`config.mk`:
```
export PLATFORM = sky130hd
export DESIGN_NAME = multi_digit_tube_counter
export DESIGN_NICKNAME = d
export VERILOG_FILES = /design/src/rtl/tube_pkg.sv /design/src/rtl/bcd_updown_digit.sv /design/src/rtl/multi_digit_tube_counter.sv
export SDC_FILE = /design/constraint.sdc
export NUM_CORES = 1
export LEC_CHECK = 0
export ABC_CLOCK_PERIOD_IN_PS = 3800
export CORE_ASPECT_RATIO = 0.6
export CORE_UTILIZATION = 59
export CTS_BUF_LIST = sky130_fd_sc_hd__clkbuf_2 sky130_fd_sc_hd__clkbuf_4 sky130_fd_sc_hd__clkbuf_8
export DETAILED_ROUTE_END_ITERATION = 7
export GPL_ROUTABILITY_DRIVEN = 0
export HOLD_SLACK_MARGIN = 0.03
export PLACE_DENSITY = 0.84
export SYNTH_ARGS = -nofsm -noshare
export SYNTH_HDL_FRONTEND = slang
export SYNTH_SLANG_ARGS = --single-unit
```
`constraint.sdc`:
```
create_clock -name clk -period 3.8 [get_ports clk]
set_clock_uncertainty 0.2 [all_clocks]
set_input_delay 1.14 -clock clk [delete_from_list [all_inputs] [get_ports clk]]
set_output_delay 1.14 -clock clk [all_outputs]
set_load 0.01 [all_outputs]
```
`src/rtl/tube_pkg.sv`:
```
// rtl/tube_pkg.sv - seven-segment patterns and BCD-to-segment decode for the tube counter
package tube_pkg;

  typedef logic [6:0] seg_t;

  // GFEDCBA, active-low
  localparam seg_t SEG_0     = 7'b1000000;
  localparam seg_t SEG_1     = 7'b1111001;
  localparam seg_t SEG_2     = 7'b0100100;
  localparam seg_t SEG_3     = 7'b0110000;
  localparam seg_t SEG_4     = 7'b0011001;
  localparam seg_t SEG_5     = 7'b0010010;
  localparam seg_t SEG_6     = 7'b0000010;
  localparam seg_t SEG_7     = 7'b1111000;
  localparam seg_t SEG_8     = 7'b0000000;
  localparam seg_t SEG_9     = 7'b0010000;
  localparam seg_t SEG_BLANK = 7'b1111111;

  localparam logic [3:0] BCD_MAX = 4'd9;

  function automatic seg_t bcd_to_seg(input logic [3:0] i_bcd, input logic i_blank);
    seg_t w_seg;
    if (i_blank) begin
      w_seg = SEG_BLANK;
    end else begin
      case (i_bcd)
        4'd0:    w_seg = SEG_0;
        4'd1:    w_seg = SEG_1;
        4'd2:    w_seg = SEG_2;
        4'd3:    w_seg = SEG_3;
        4'd4:    w_seg = SEG_4;
        4'd5:    w_seg = SEG_5;
        4'd6:    w_seg = SEG_6;
        4'd7:    w_seg = SEG_7;
        4'd8:    w_seg = SEG_8;
        4'd9:    w_seg = SEG_9;
        default: w_seg = SEG_BLANK;
      endcase
    end
    return w_seg;
  endfunction

endpackage

```
`src/rtl/bcd_updown_digit.sv`:
```
// rtl/bcd_updown_digit.sv - one BCD up/down digit with load and ripple carry/borrow
module bcd_updown_digit
  import tube_pkg::*;
(
  input  logic       clk,
  input  logic       reset,
  input  logic       i_load,
  input  logic [3:0] i_load_value,
  input  logic       i_enable,
  input  logic       i_down,
  input  logic       i_carry,
  output logic [3:0] o_digit,
  output logic       o_carry
);

  logic [3:0] r_digit;
  logic       w_at_limit;

  // limit is 9 counting up, 0 counting down; carry-out doubles as borrow-out
  assign w_at_limit = i_down ? (r_digit == 4'd0) : (r_digit == BCD_MAX);
  assign o_carry    = i_enable & i_carry & w_at_limit;
  assign o_digit    = r_digit;

  always_ff @(posedge clk or posedge reset) begin
    if (reset) begin
      r_digit <= '0;
    end else if (i_load) begin
      r_digit <= (i_load_value > BCD_MAX) ? 4'd0 : i_load_value;
    end else if (i_enable && i_carry) begin
      if (i_down) begin
        r_digit <= w_at_limit ? BCD_MAX : r_digit - 4'd1;
      end else begin
        r_digit <= w_at_limit ? 4'd0 : r_digit + 4'd1;
      end
    end
  end

endmodule

```
`src/rtl/multi_digit_tube_counter.sv`:
```
// rtl/multi_digit_tube_counter.sv - BCD up/down counter driving a multiplexed seven-segment tube display
module multi_digit_tube_counter
  import tube_pkg::*;
#(
  parameter int NUM_DIGITS = 4,
  parameter int COUNT_DIV  = 50_000_000,
  parameter int SCAN_DIV   = 12_500,
  parameter int BLANK_LZ   = 0
) (
  input  logic                    clk,
  input  logic                    reset,
  input  logic                    i_enable,
  input  logic                    i_down,
  input  logic                    i_load,
  input  logic [4*NUM_DIGITS-1:0] i_load_value,
  output logic [4*NUM_DIGITS-1:0] o_count,
  output logic                    o_wrap,
  output logic [NUM_DIGITS-1:0]   o_digit_sel,
  output logic [6:0]              o_digit_pins
);

  localparam int CW = (COUNT_DIV > 1) ? $clog2(COUNT_DIV) : 1;
  localparam int SW = (SCAN_DIV > 1) ? $clog2(SCAN_DIV) : 1;
  localparam int IW = (NUM_DIGITS > 1) ? $clog2(NUM_DIGITS) : 1;

  localparam logic [CW-1:0] COUNT_LAST = CW'(COUNT_DIV - 1);
  localparam logic [SW-1:0] SCAN_LAST  = SW'(SCAN_DIV - 1);
  localparam logic [IW-1:0] IDX_LAST   = IW'(NUM_DIGITS - 1);

  logic [CW-1:0]         r_count_pre;
  logic [SW-1:0]         r_scan_pre;
  logic [IW-1:0]         r_scan_idx;
  logic                  r_wrap;
  logic [NUM_DIGITS-1:0] r_digit_sel;
  seg_t                  r_digit_pins;

  logic                  w_tick;
  logic                  w_scan_step;
  logic                  w_step;
  logic [NUM_DIGITS:0]   w_carry;
  logic [3:0]            w_digit [NUM_DIGITS];
  logic [NUM_DIGITS-1:0] w_zero_above;
  logic [3:0]            w_cur_digit;
  logic                  w_cur_blank;

  assign w_tick      = (r_count_pre == COUNT_LAST);
  assign w_scan_step = (r_scan_pre == SCAN_LAST);

  always_ff @(posedge clk or posedge reset) begin
    if (reset) begin
      r_count_pre <= '0;
    end else if (w_tick) begin
      r_count_pre <= '0;
    end else begin
      r_count_pre <= r_count_pre + CW'(1);
    end
  end

  always_ff @(posedge clk or posedge reset) begin
    if (reset) begin
      r_scan_pre <= '0;
    end else if (w_scan_step) begin
      r_scan_pre <= '0;
    end else begin
      r_scan_pre <= r_scan_pre + SW'(1);
    end
  end

  // a load in the tick cycle suppresses the step and therefore any wrap
  assign w_step     = w_tick & i_enable & ~i_load;
  assign w_carry[0] = 1'b1;

  genvar k;
  generate
    for (k = 0; k < NUM_DIGITS; k++) begin : g_digit
      bcd_updown_digit u_digit (
        .clk          (clk),
        .reset        (reset),
        .i_load       (i_load),
        .i_load_value (i_load_value[4*k +: 4]),
        .i_enable     (w_step),
        .i_down       (i_down),
        .i_carry      (w_carry[k]),
        .o_digit      (w_digit[k]),
        .o_carry      (w_carry[k+1])
      );

      assign o_count[4*k +: 4] = w_digit[k];
      assign w_zero_above[k]   = (o_count[4*NUM_DIGITS-1:4*k] == '0);
    end
  endgenerate

  always_ff @(posedge clk or posedge reset) begin
    if (reset) begin
      r_wrap <= 1'b0;
    end else begin
      r_wrap <= w_carry[NUM_DIGITS];
    end
  end

  assign o_wrap = r_wrap;

  always_ff @(posedge clk or posedge reset) begin
    if (reset) begin
      r_scan_idx <= '0;
    end else if (w_scan_step) begin
      r_scan_idx <= (r_scan_idx == IDX_LAST) ? '0 : r_scan_idx + IW'(1);
    end
  end

  // the least significant digit always shows, even when the whole count is zero
  assign w_cur_digit = w_digit[r_scan_idx];
  assign w_cur_blank = (BLANK_LZ != 0) && (r_scan_idx != '0) && w_zero_above[r_scan_idx];

  always_ff @(posedge clk or posedge reset) begin
    if (reset) begin
      r_digit_sel  <= '0;
      r_digit_pins <= SEG_BLANK;
    end else if (w_scan_step) begin
      r_digit_sel  <= NUM_DIGITS'(1) << r_scan_idx;
      r_digit_pins <= bcd_to_seg(w_cur_digit, w_cur_blank);
    end
  end

  assign o_digit_sel  = r_digit_sel;
  assign o_digit_pins = r_digit_pins;

endmodule

```
==> impl_results.html, run 1 <==
<table>
<tr><th>Metric</th><th>Value</th></tr>
<tr><th colspan="2">Logic synthesis</th></tr>
<tr><td>Main flop type after synthesis</td><td>dfrtp_1</td></tr>
<tr><td>Most common library cells after synthesis</td><td>63 x dfrtp_1, 53 x nand2_1, 40 x nor2_1, 32 x o21ai_0, 27 x nand3_1</td></tr>
<tr><td>Most instantiated library cell after synthesis</td><td>dfrtp_1</td></tr>
<tr><td>Cell types with the largest area share after synthesis</td><td>dfrtp_1 36%, ha_1 6.9%, nand2_1 4.5%, dfstp_2 4.2%, xnor2_1 4.0%</td></tr>
<tr><td>Proportion of netlist area held by the largest area contributor</td><td>a little over a third</td></tr>
<tr><td>FF+latch count, synth</td><td>70</td></tr>
<tr><td>Synthesized net count</td><td>513</td></tr>
<tr><td>Post-synth cell types</td><td>between 40 and 50</td></tr>
<tr><td>Post-synthesis instance total</td><td>between 400 and 500</td></tr>
<tr><td>Share of async-settable or async-resettable flops after synthesis</td><td>100%</td></tr>
<tr><td>Average instance area after synthesis</td><td>about 9.4 sq um</td></tr>
<tr><td>Register area share after synthesis</td><td>40.2%</td></tr>
<tr><td>Yosys top cell by area</td><td>dfrtp_1</td></tr>
<tr><td>Mapped Area</td><td>4380 sq um</td></tr>
<tr><td>Number of enable-type register cells in the synthesized netlist</td><td>0</td></tr>
<tr><td>Yosys Warn Count</td><td>0</td></tr>
<tr><th colspan="2">Die</th></tr>
<tr><td>Starting density of the core</td><td>a little over three fifths</td></tr>
<tr><td>Ports placed on the boundary</td><td>roughly 50</td></tr>
<tr><td>Area of the die</td><td>between 7000 and 8000 sq um</td></tr>
<tr><td>Vert. Die Dim</td><td>68.8 um</td></tr>
<tr><td>Floorplan die width</td><td>approximately 110 um</td></tr>
<tr><td>Core ar.</td><td>about 6900 sq um</td></tr>
<tr><td>Row cnt</td><td>23</td></tr>
<tr><th colspan="2">Route</th></tr>
<tr><td>DRC violation count after routing</td><td>0</td></tr>
<tr><td>Via density per instance</td><td>approximately 6</td></tr>
<tr><td>Router iterations before antenna repair</td><td>5</td></tr>
<tr><td>Number of vias in the routed layout</td><td>roughly 3,600</td></tr>
<tr><td>DRT iter0 DRCs</td><td>roughly 290</td></tr>
<tr><td>Antenna violation net count after detailed routing</td><td>0</td></tr>
<tr><td>Final routed wire length divided by cell count</td><td>around 16 um</td></tr>
<tr><td>Total wire length after detailed routing</td><td>just under 10,000 um</td></tr>
<tr><th colspan="2">Timing</th></tr>
<tr><td>Number of hold-slack violations in the final timing report</td><td>0</td></tr>
<tr><td>Transition at the pin with the smallest max-transition slack</td><td>between 0.8 and 0.9 ns</td></tr>
<tr><td>Crit share post-route</td><td>around four fifths</td></tr>
<tr><td>Setup repair after global routing missed its margin</td><td>false</td></tr>
<tr><td>Number of pins with negative max-slew slack in the final report</td><td>0</td></tr>
<tr><td>Final worst setup slack</td><td>approximately 0.7 ns</td></tr>
<tr><td>Final setup violating endpoints</td><td>0</td></tr>
<tr><td>Worst slew margin relative to its limit</td><td>between 40% and 50%</td></tr>
<tr><td>FMAX</td><td>0.325 GHz</td></tr>
<tr><td>Minimum clock period</td><td>roughly 3.1 ns</td></tr>
<tr><td>Setup TNS Final</td><td>0 ns</td></tr>
<tr><th colspan="2">Power and ir drop</th></tr>
<tr><td>Leak</td><td>approximately 0.0022 uW</td></tr>
<tr><td>Power density over the cells</td><td>approximately 380 nW/um^2</td></tr>
<tr><td>Peak supply drop</td><td>0.000272 V</td></tr>
<tr><th colspan="2">Setup path</th></tr>
<tr><td>Data arrival, critical path</td><td>~3.1 ns</td></tr>
<tr><td>Biggest fanout along the worst timing path</td><td>20</td></tr>
<tr><td>Data required time at the worst endpoint</td><td>3.85 ns</td></tr>
<tr><td>Worst setup path class</td><td>input pin to flip-flop</td></tr>
<tr><td>Worst setup SP type</td><td>input pin</td></tr>
<tr><td>Category of the worst setup path capture point</td><td>flip-flop</td></tr>
<tr><th colspan="2">Cells and area</th></tr>
<tr><td>Layout cell share with drive strength beyond 1</td><td>around a tenth</td></tr>
<tr><td>Sequential standard cell area</td><td>1760 sq um</td></tr>
<tr><td>Final standard cell count with taps included and fillers excluded</td><td>between 600 and 700</td></tr>
<tr><td>Final Cell Area</td><td>slightly above 5000 sq um</td></tr>
<tr><td>Layout filler cell count</td><td>just under 500</td></tr>
<tr><td>Number of nets in the layout</td><td>561</td></tr>
<tr><td>Utilization of the core after routing</td><td>between 70% and 80%</td></tr>
<tr><td>Area used by multi-input combinational logic</td><td>between 2000 and 2500 sq um</td></tr>
<tr><td>Area delta synth-&gt;final</td><td>17.9%</td></tr>
<tr><td>Antenna diode instance count</td><td>0</td></tr>
<tr><th colspan="2">Job</th></tr>
<tr><td>Max-cap viol count</td><td>0</td></tr>
<tr><th colspan="2">Placement</th></tr>
<tr><td>Pre-CTS setup slack</td><td>~0.37 ns</td></tr>
<tr><td>Cells after DPL</td><td>605</td></tr>
<tr><td>HPWL after DPL</td><td>approximately 7200 um</td></tr>
<tr><td>Buffers on Ports</td><td>48</td></tr>
<tr><td>Post-Place Cell Area</td><td>between 4000 and 5000 sq um</td></tr>
<tr><th colspan="2">CTS</th></tr>
<tr><td>Number of buffers added by the clock tree synthesis step</td><td>9</td></tr>
<tr><td>H-tree depth</td><td>3</td></tr>
<tr><td>Clock latency on the worst-skew pair</td><td>approximately 0.36 ns</td></tr>
<tr><td>Max Root-Sink Buffers</td><td>2</td></tr>
<tr><td>Post-cts hold buffer count</td><td>0</td></tr>
<tr><td>TritonCTS clock tree</td><td>done</td></tr>
<tr><td># clock sinks</td><td>70</td></tr>
<tr><td>Clock transition at the registers of the reported paths</td><td>around 0.07 ns</td></tr>
<tr><td>Post-CTS Setup Repair Bufs</td><td>0</td></tr>
<tr><td>Root buffer selected by CTS</td><td>clkbuf_8</td></tr>
<tr><td>Post-CTS sizing</td><td>0</td></tr>
<tr><th colspan="2">GRT</th></tr>
<tr><td>Grt total ovfl</td><td>0</td></tr>
<tr><td>Largest net degree at the start of global routing</td><td>40</td></tr>
<tr><td>Vias in the first global route</td><td>around 3,300</td></tr>
<tr><td>Wire length of the first global-routing pass</td><td>16,000 um</td></tr>
<tr><td>Overall Global Routing Usage</td><td>27.4%</td></tr>
<tr><td>Initial antenna violation count</td><td>0</td></tr>
<tr><th colspan="2">Status</th></tr>
<tr><td>Outcome</td><td>completed</td></tr>
<tr><th colspan="2">Worst hold path</th></tr>
<tr><td>Worst hold path class</td><td>flip-flop to flip-flop</td></tr>
</table>
==> flip-flops by register name, summed over array words and instances (netlist names) <==
signal / cells
r_scan_idx: 2
r_count_pre: 26
r_scan_pre: 14
g_digit.u_digit.o_digit: 16
o_digit_sel: 4
o_digit_pins: 7
o_wrap: 1
==> placed cells by master (no fill, tap or decap), drive strengths merged, types with 4 or more instances in the layout <==
cell type | Yosys | final
a21o | 5 | 5
a21oi | 9 | 9
a31oi | 4 | 4
and2 | 4 | 4
and3 | 8 | 8
buf | 6 | 8
clkbuf | 13 | 13
clkdlybuf4s50 | 0 | 48
dfrtp | 63 | 63
dfstp | 7 | 7
ha | 24 | 24
inv | 21 | 21
mux2 | 7 | 7
mux2i | 13 | 13
mux4 | 7 | 7
nand2 | 53 | 53
nand2b | 6 | 6
nand3 | 27 | 27
nand3b | 10 | 10
nand4 | 10 | 10
nor2 | 40 | 40
nor2b | 6 | 6
nor3 | 12 | 12
nor3b | 4 | 4
nor4 | 4 | 4
nor4b | 5 | 5
o21ai | 32 | 32
o21bai | 5 | 5
xnor2 | 20 | 20
xor2 | 18 | 18
==> layout make-up <==
| class | count | area share [%] |
|---|---|---|
| Multi-Input combinational cell | 358 | 47.8 |
| Clock inverter | 1 | 0.0969 |
| Inverter | 21 | 1.53 |
| Timing Repair Buffer | 56 | 10.7 |
| Clock buffer | 13 | 3.34 |
| Sequential cell | 70 | 34.1 |
| Tap cell | 100 | 2.42 |
==> worst paths after layout <==
check	start	endpoint	slack, ns	depth (start not counted)
setup reg to reg	r_scan_pre[0]$_DFF_PP0_	r_scan_idx[0]$_DFFE_PP0N_	1.14	6
hold reg to reg	o_digit_sel[1]$_DFFE_PP0N_	o_digit_sel[1]$_DFFE_PP0N_	0.27	2
min in group asynchronous	reset	r_scan_pre[12]$_DFF_PP0_	1.02	2
setup / recovery	i_down	g_digit[3].u_digit.o_digit[3]$_DFFE_PP0P_	0.72	7
hold / removal	o_digit_sel[1]$_DFFE_PP0N_	o_digit_sel[1]$_DFFE_PP0N_	0.27	2
max in group asynchronous	reset	r_count_pre[15]$_DFF_PP0_	1.73	3
==> per-layer routing <==
metal	up-vias	track usage [%]	part of all wire, %
met5	-	0	0
met4	0	10.9	1.4
met3	14	8.83	8.8
met2	144	38.2	41
met1	1731	39.3	49
li1	1743	-	-
==> logic make-up after synthesis <==
kind of cell    share of synthesized area [%]
compound gates                           10.1
xor+xnor                                 7.60
fa+ha+maj                                6.85
buf+inv                                  3.57
flops                                    40.2
mux                                      8.37
simple gates                             23.3
==> critical path, cell delays in order <==
cell	delay (ns)
clkdlybuf4s50_1	0.55
buf_4	0.29
nand3b_1	0.14
o21a_1	0.12
nor2_1	0.05
a31oi_1	0.44
mux2_2	0.39
==> power by group <==
part	internal [uW]	leakage, uW	total (uW)	switching [uW]
logic	271	0.00123	491	220
registers	784	0.000902	896	112
clock network	290	0.0000948	558	268
total	1340	0.00223	1940	600
==> through the flow <==
stage          total power (uW)  hold slack (ns)
2_1_floorplan              1190            0.239
3_5_place_dp               1390            0.261
4_1_cts                    1960            0.275
5_1_grt                    2050            0.302
6_report                   1940            0.273
3_3_place_gp               1380            0.255
No activity file was read; power rests on OpenSTA's default activity.
==> run 2: changes to the inputs <==
ABC_CLOCK_PERIOD_IN_PS = 3000   (was 3800)
clock period = 3 ns   (was 3.8 ns; I/O delays follow)
==> run 2 against run 1 <==
- critical path depth shrank 1
- worst hold slack improved by 0.0092 ns
- cell count grew 2.3%
- flip-flop and latch count unchanged
- first-iteration DRC count rose by 40%
- critical endpoint is now g_digit[2].u_digit.o_digit[0]$_DFFE_PP0P_
==> impl_results.html, run 2 (synthesis results as in run 1) <==
<table>
<tr><th>Metric</th><th>Value</th></tr>
<tr><th colspan="2">Placement</th></tr>
<tr><td>HPWL after DPL</td><td>7980 um</td></tr>
<tr><td>Cells after DPL</td><td>a little over 600</td></tr>
<tr><td>Post-Place Cell Area</td><td>5080 sq um</td></tr>
<tr><td>Buffers on Ports</td><td>48</td></tr>
<tr><th colspan="2">Timing</th></tr>
<tr><td>Setup TNS Final</td><td>0 ns</td></tr>
<tr><td>Number of pins with negative max-slew slack in the final report</td><td>0</td></tr>
<tr><td>Minimum clock period</td><td>between 2 and 3 ns</td></tr>
<tr><td>Transition at the pin with the smallest max-transition slack</td><td>between 0.6 and 0.7 ns</td></tr>
<tr><td>FMAX</td><td>about 0.36 GHz</td></tr>
<tr><td>Worst-case hold slack</td><td>0.282 ns</td></tr>
<tr><td>Crit share post-route</td><td>just over 90%</td></tr>
<tr><td>Worst slew margin relative to its limit</td><td>around 57%</td></tr>
<tr><td>Setup repair after global routing missed its margin</td><td>false</td></tr>
<tr><td>Final setup violating endpoints</td><td>0</td></tr>
<tr><td>Number of hold-slack violations in the final timing report</td><td>0</td></tr>
<tr><th colspan="2">Setup path</th></tr>
<tr><td>Data arrival, critical path</td><td>2.79 ns</td></tr>
<tr><td>Cell type of the slowest stage on the worst timing path</td><td>clkdlybuf4s50_1</td></tr>
<tr><td>Reg-to-reg critical path endpoint</td><td>r_scan_idx[0]$_DFFE_PP0N_</td></tr>
<tr><td>Worst setup path class</td><td>input pin to flip-flop</td></tr>
<tr><td>Cells along the critical path</td><td>clkdlybuf4s50_1, nand3b_1, a21o_1, nor4_4, a21o_1, mux2_2</td></tr>
<tr><td>Biggest fanout along the worst timing path</td><td>4</td></tr>
<tr><td>Most common cell type on the critical path</td><td>a21o_1</td></tr>
<tr><td>Reg-to-Reg Start</td><td>r_scan_pre[0]$_DFF_PP0_</td></tr>
<tr><td>Number of cells traversed by the worst register-to-register path</td><td>6</td></tr>
<tr><td>Worst setup SP type</td><td>input pin</td></tr>
<tr><td>Data required time at the worst endpoint</td><td>around 3 ns</td></tr>
<tr><td>Worst setup slack for register-to-register paths</td><td>0.41 ns</td></tr>
<tr><td>Max incr delay on CP</td><td>around 0.49 ns</td></tr>
<tr><td>Category of the worst setup path capture point</td><td>flip-flop</td></tr>
<tr><th colspan="2">Cells and area</th></tr>
<tr><td>Antenna diode instance count</td><td>0</td></tr>
<tr><td>Utilization of the core after routing</td><td>around three quarters</td></tr>
<tr><td>Most frequent cells in the layout</td><td>63 x dfrtp_1, 53 x nand2_1, 48 x clkdlybuf4s50_1</td></tr>
<tr><td>Most common library cell in the layout ignoring fill and taps</td><td>dfrtp_1</td></tr>
<tr><td>Final standard cell count with taps included and fillers excluded</td><td>around 630</td></tr>
<tr><td>Number of nets in the layout</td><td>between 500 and 600</td></tr>
<tr><td>Register name with the most flops</td><td>r_count_pre</td></tr>
<tr><td>Area delta synth-&gt;final</td><td>21.0%</td></tr>
<tr><td>Number of flip-flops under the largest register name</td><td>26</td></tr>
<tr><td>Final Cell Area</td><td>roughly 5300 sq um</td></tr>
<tr><td>Layout cell share with drive strength beyond 1</td><td>a little under an eighth</td></tr>
<tr><th colspan="2">Route</th></tr>
<tr><td>Total wire length after detailed routing</td><td>about 10,000 um</td></tr>
<tr><td>Number of vias in the routed layout</td><td>~3,700</td></tr>
<tr><td>Via density per instance</td><td>around 6</td></tr>
<tr><td>Router iterations before antenna repair</td><td>5</td></tr>
<tr><td>Antenna violation net count after detailed routing</td><td>0</td></tr>
<tr><td>DRT iter0 DRCs</td><td>roughly 400</td></tr>
<tr><td>DRC violation count after routing</td><td>0</td></tr>
<tr><td>Final routed wire length divided by cell count</td><td>between 15 and 20 um</td></tr>
<tr><th colspan="2">Die</th></tr>
<tr><td>Row cnt</td><td>23</td></tr>
<tr><td>Core ar.</td><td>between 6000 and 7000 sq um</td></tr>
<tr><td>Starting density of the core</td><td>63.2%</td></tr>
<tr><td>Vert. Die Dim</td><td>just under 70 um</td></tr>
<tr><td>Area of the die</td><td>approximately 7800 sq um</td></tr>
<tr><td>Ports placed on the boundary</td><td>between 40 and 50</td></tr>
<tr><td>Floorplan die width</td><td>between 100 and 150 um</td></tr>
<tr><th colspan="2">GRT</th></tr>
<tr><td>Vias in the first global route</td><td>~3,500</td></tr>
<tr><td>Initial antenna violation count</td><td>0</td></tr>
<tr><td>Wire length of the first global-routing pass</td><td>17,200 um</td></tr>
<tr><td>Grt total ovfl</td><td>0</td></tr>
<tr><td>Largest net degree at the start of global routing</td><td>50</td></tr>
<tr><td>Overall Global Routing Usage</td><td>between 20% and 30%</td></tr>
<tr><th colspan="2">CTS</th></tr>
<tr><td>Post-CTS sizing</td><td>0</td></tr>
<tr><td>Max Root-Sink Buffers</td><td>2</td></tr>
<tr><td>TritonCTS clock tree</td><td>done</td></tr>
<tr><td>Post-cts hold buffer count</td><td>0</td></tr>
<tr><td>Clock latency on the worst-skew pair</td><td>~0.35 ns</td></tr>
<tr><td>Root buffer selected by CTS</td><td>clkbuf_8</td></tr>
<tr><td>Number of buffers added by the clock tree synthesis step</td><td>9</td></tr>
<tr><td>H-tree depth</td><td>3</td></tr>
<tr><td># clock sinks</td><td>70</td></tr>
<tr><td>Post-CTS Setup Repair Bufs</td><td>0</td></tr>
<tr><td>Clock transition at the registers of the reported paths</td><td>around 0.060 ns</td></tr>
<tr><th colspan="2">Worst hold path</th></tr>
<tr><td>Worst min-delay path startpoint</td><td>o_digit_sel[2]$_DFFE_PP0N_</td></tr>
<tr><td>Worst hold path endpoint</td><td>o_digit_sel[2]$_DFFE_PP0N_</td></tr>
<tr><td>Hold Path Cell Cnt</td><td>2</td></tr>
<tr><td>Worst hold path class</td><td>flip-flop to flip-flop</td></tr>
<tr><th colspan="2">Power and ir drop</th></tr>
<tr><td>Peak supply drop</td><td>0.000329 V</td></tr>
<tr><td>Power density over the cells</td><td>495 nW/um^2</td></tr>
<tr><td>Leak</td><td>roughly 0.0023 uW</td></tr>
<tr><th colspan="2">Job</th></tr>
<tr><td>Max-cap viol count</td><td>0</td></tr>
<tr><th colspan="2">Status</th></tr>
<tr><td>Outcome</td><td>completed</td></tr>
</table>
==> run 2: changes by cell type in the layout (fill, tap and decap cells not counted) <==
cell	before	now
clkbuf_8	12	10
buf_4	7	19
clkinv_2	1	2
bufinv_16	0	2
clkbuf_4	1	2
==> run 2: worst max path at each step <==
stage,start,to,slack (ns),depth (start not counted)
detailed placement,i_down,g_digit[2].u_digit.o_digit[0]$_DFFE_PP0P_,-0.08,6
global placement,i_down,g_digit[2].u_digit.o_digit[2]$_DFFE_PP0P_,-0.06,6
finish,i_down,g_digit[2].u_digit.o_digit[0]$_DFFE_PP0P_,0.24,6
global route,i_down,g_digit[2].u_digit.o_digit[0]$_DFFE_PP0P_,0.17,6
CTS,g_digit[0].u_digit.o_digit[2]$_DFFE_PP0P_,o_count[2],0.27,1
floorplan,reset,g_digit[0].u_digit.o_digit[0]$_DFFE_PP0P_,0.14,1
==> run 2: layout make-up <==
| class | instances | area, sq um |
|---|---|---|
| repair buffers | 68 | 643 |
| inverters | 21 | 78.8 |
| well taps | 100 | 125 |
| multi-input cells | 358 | 2470 |
| fillers | 489 | 1630 |
| clock buffers | 12 | 153 |
| flip-flops and latches | 70 | 1760 |
| clock inverters | 4 | 70.1 |
==> run 2: report_power, final <==
part           total (uW)  switching (uW)  internal (uW)  leakage, uW
Clock                 846             340            507     0.000117
Sequential           1140             145            993     0.000902
Combinational         643             291            352      0.00129
==> run 2: per-stage QoR <==
stage | setup WS (ns) | power (uW)
4_1_cts | 0.270 | 2640
3_3_place_gp | -0.0571 | 1760
2_1_floorplan | 0.143 | 1510
3_5_place_dp | -0.0798 | 1790
6_report | 0.244 | 2630
5_1_grt | 0.171 | 2760
==> run 2: critical path, delay by kind of cell <==
| kind | cells | cell delay [ns] |
|---|---|---|
| buffers and inverters | 1 | 0.49 |
| and+or+nand+nor | 2 | 0.56 |
| AOI/OAI and AO/OA | 2 | 0.49 |
| muxes | 1 | 0.35 |
==> run 2: routing by layer <==
layer,vias up,wire [um],track usage (%)
li1,1762,-,-
met1,1813,4990,41.4
met2,141,4600,45.5
met4,0,121,8.22
met5,-,0,0
met3,18,780,7.95
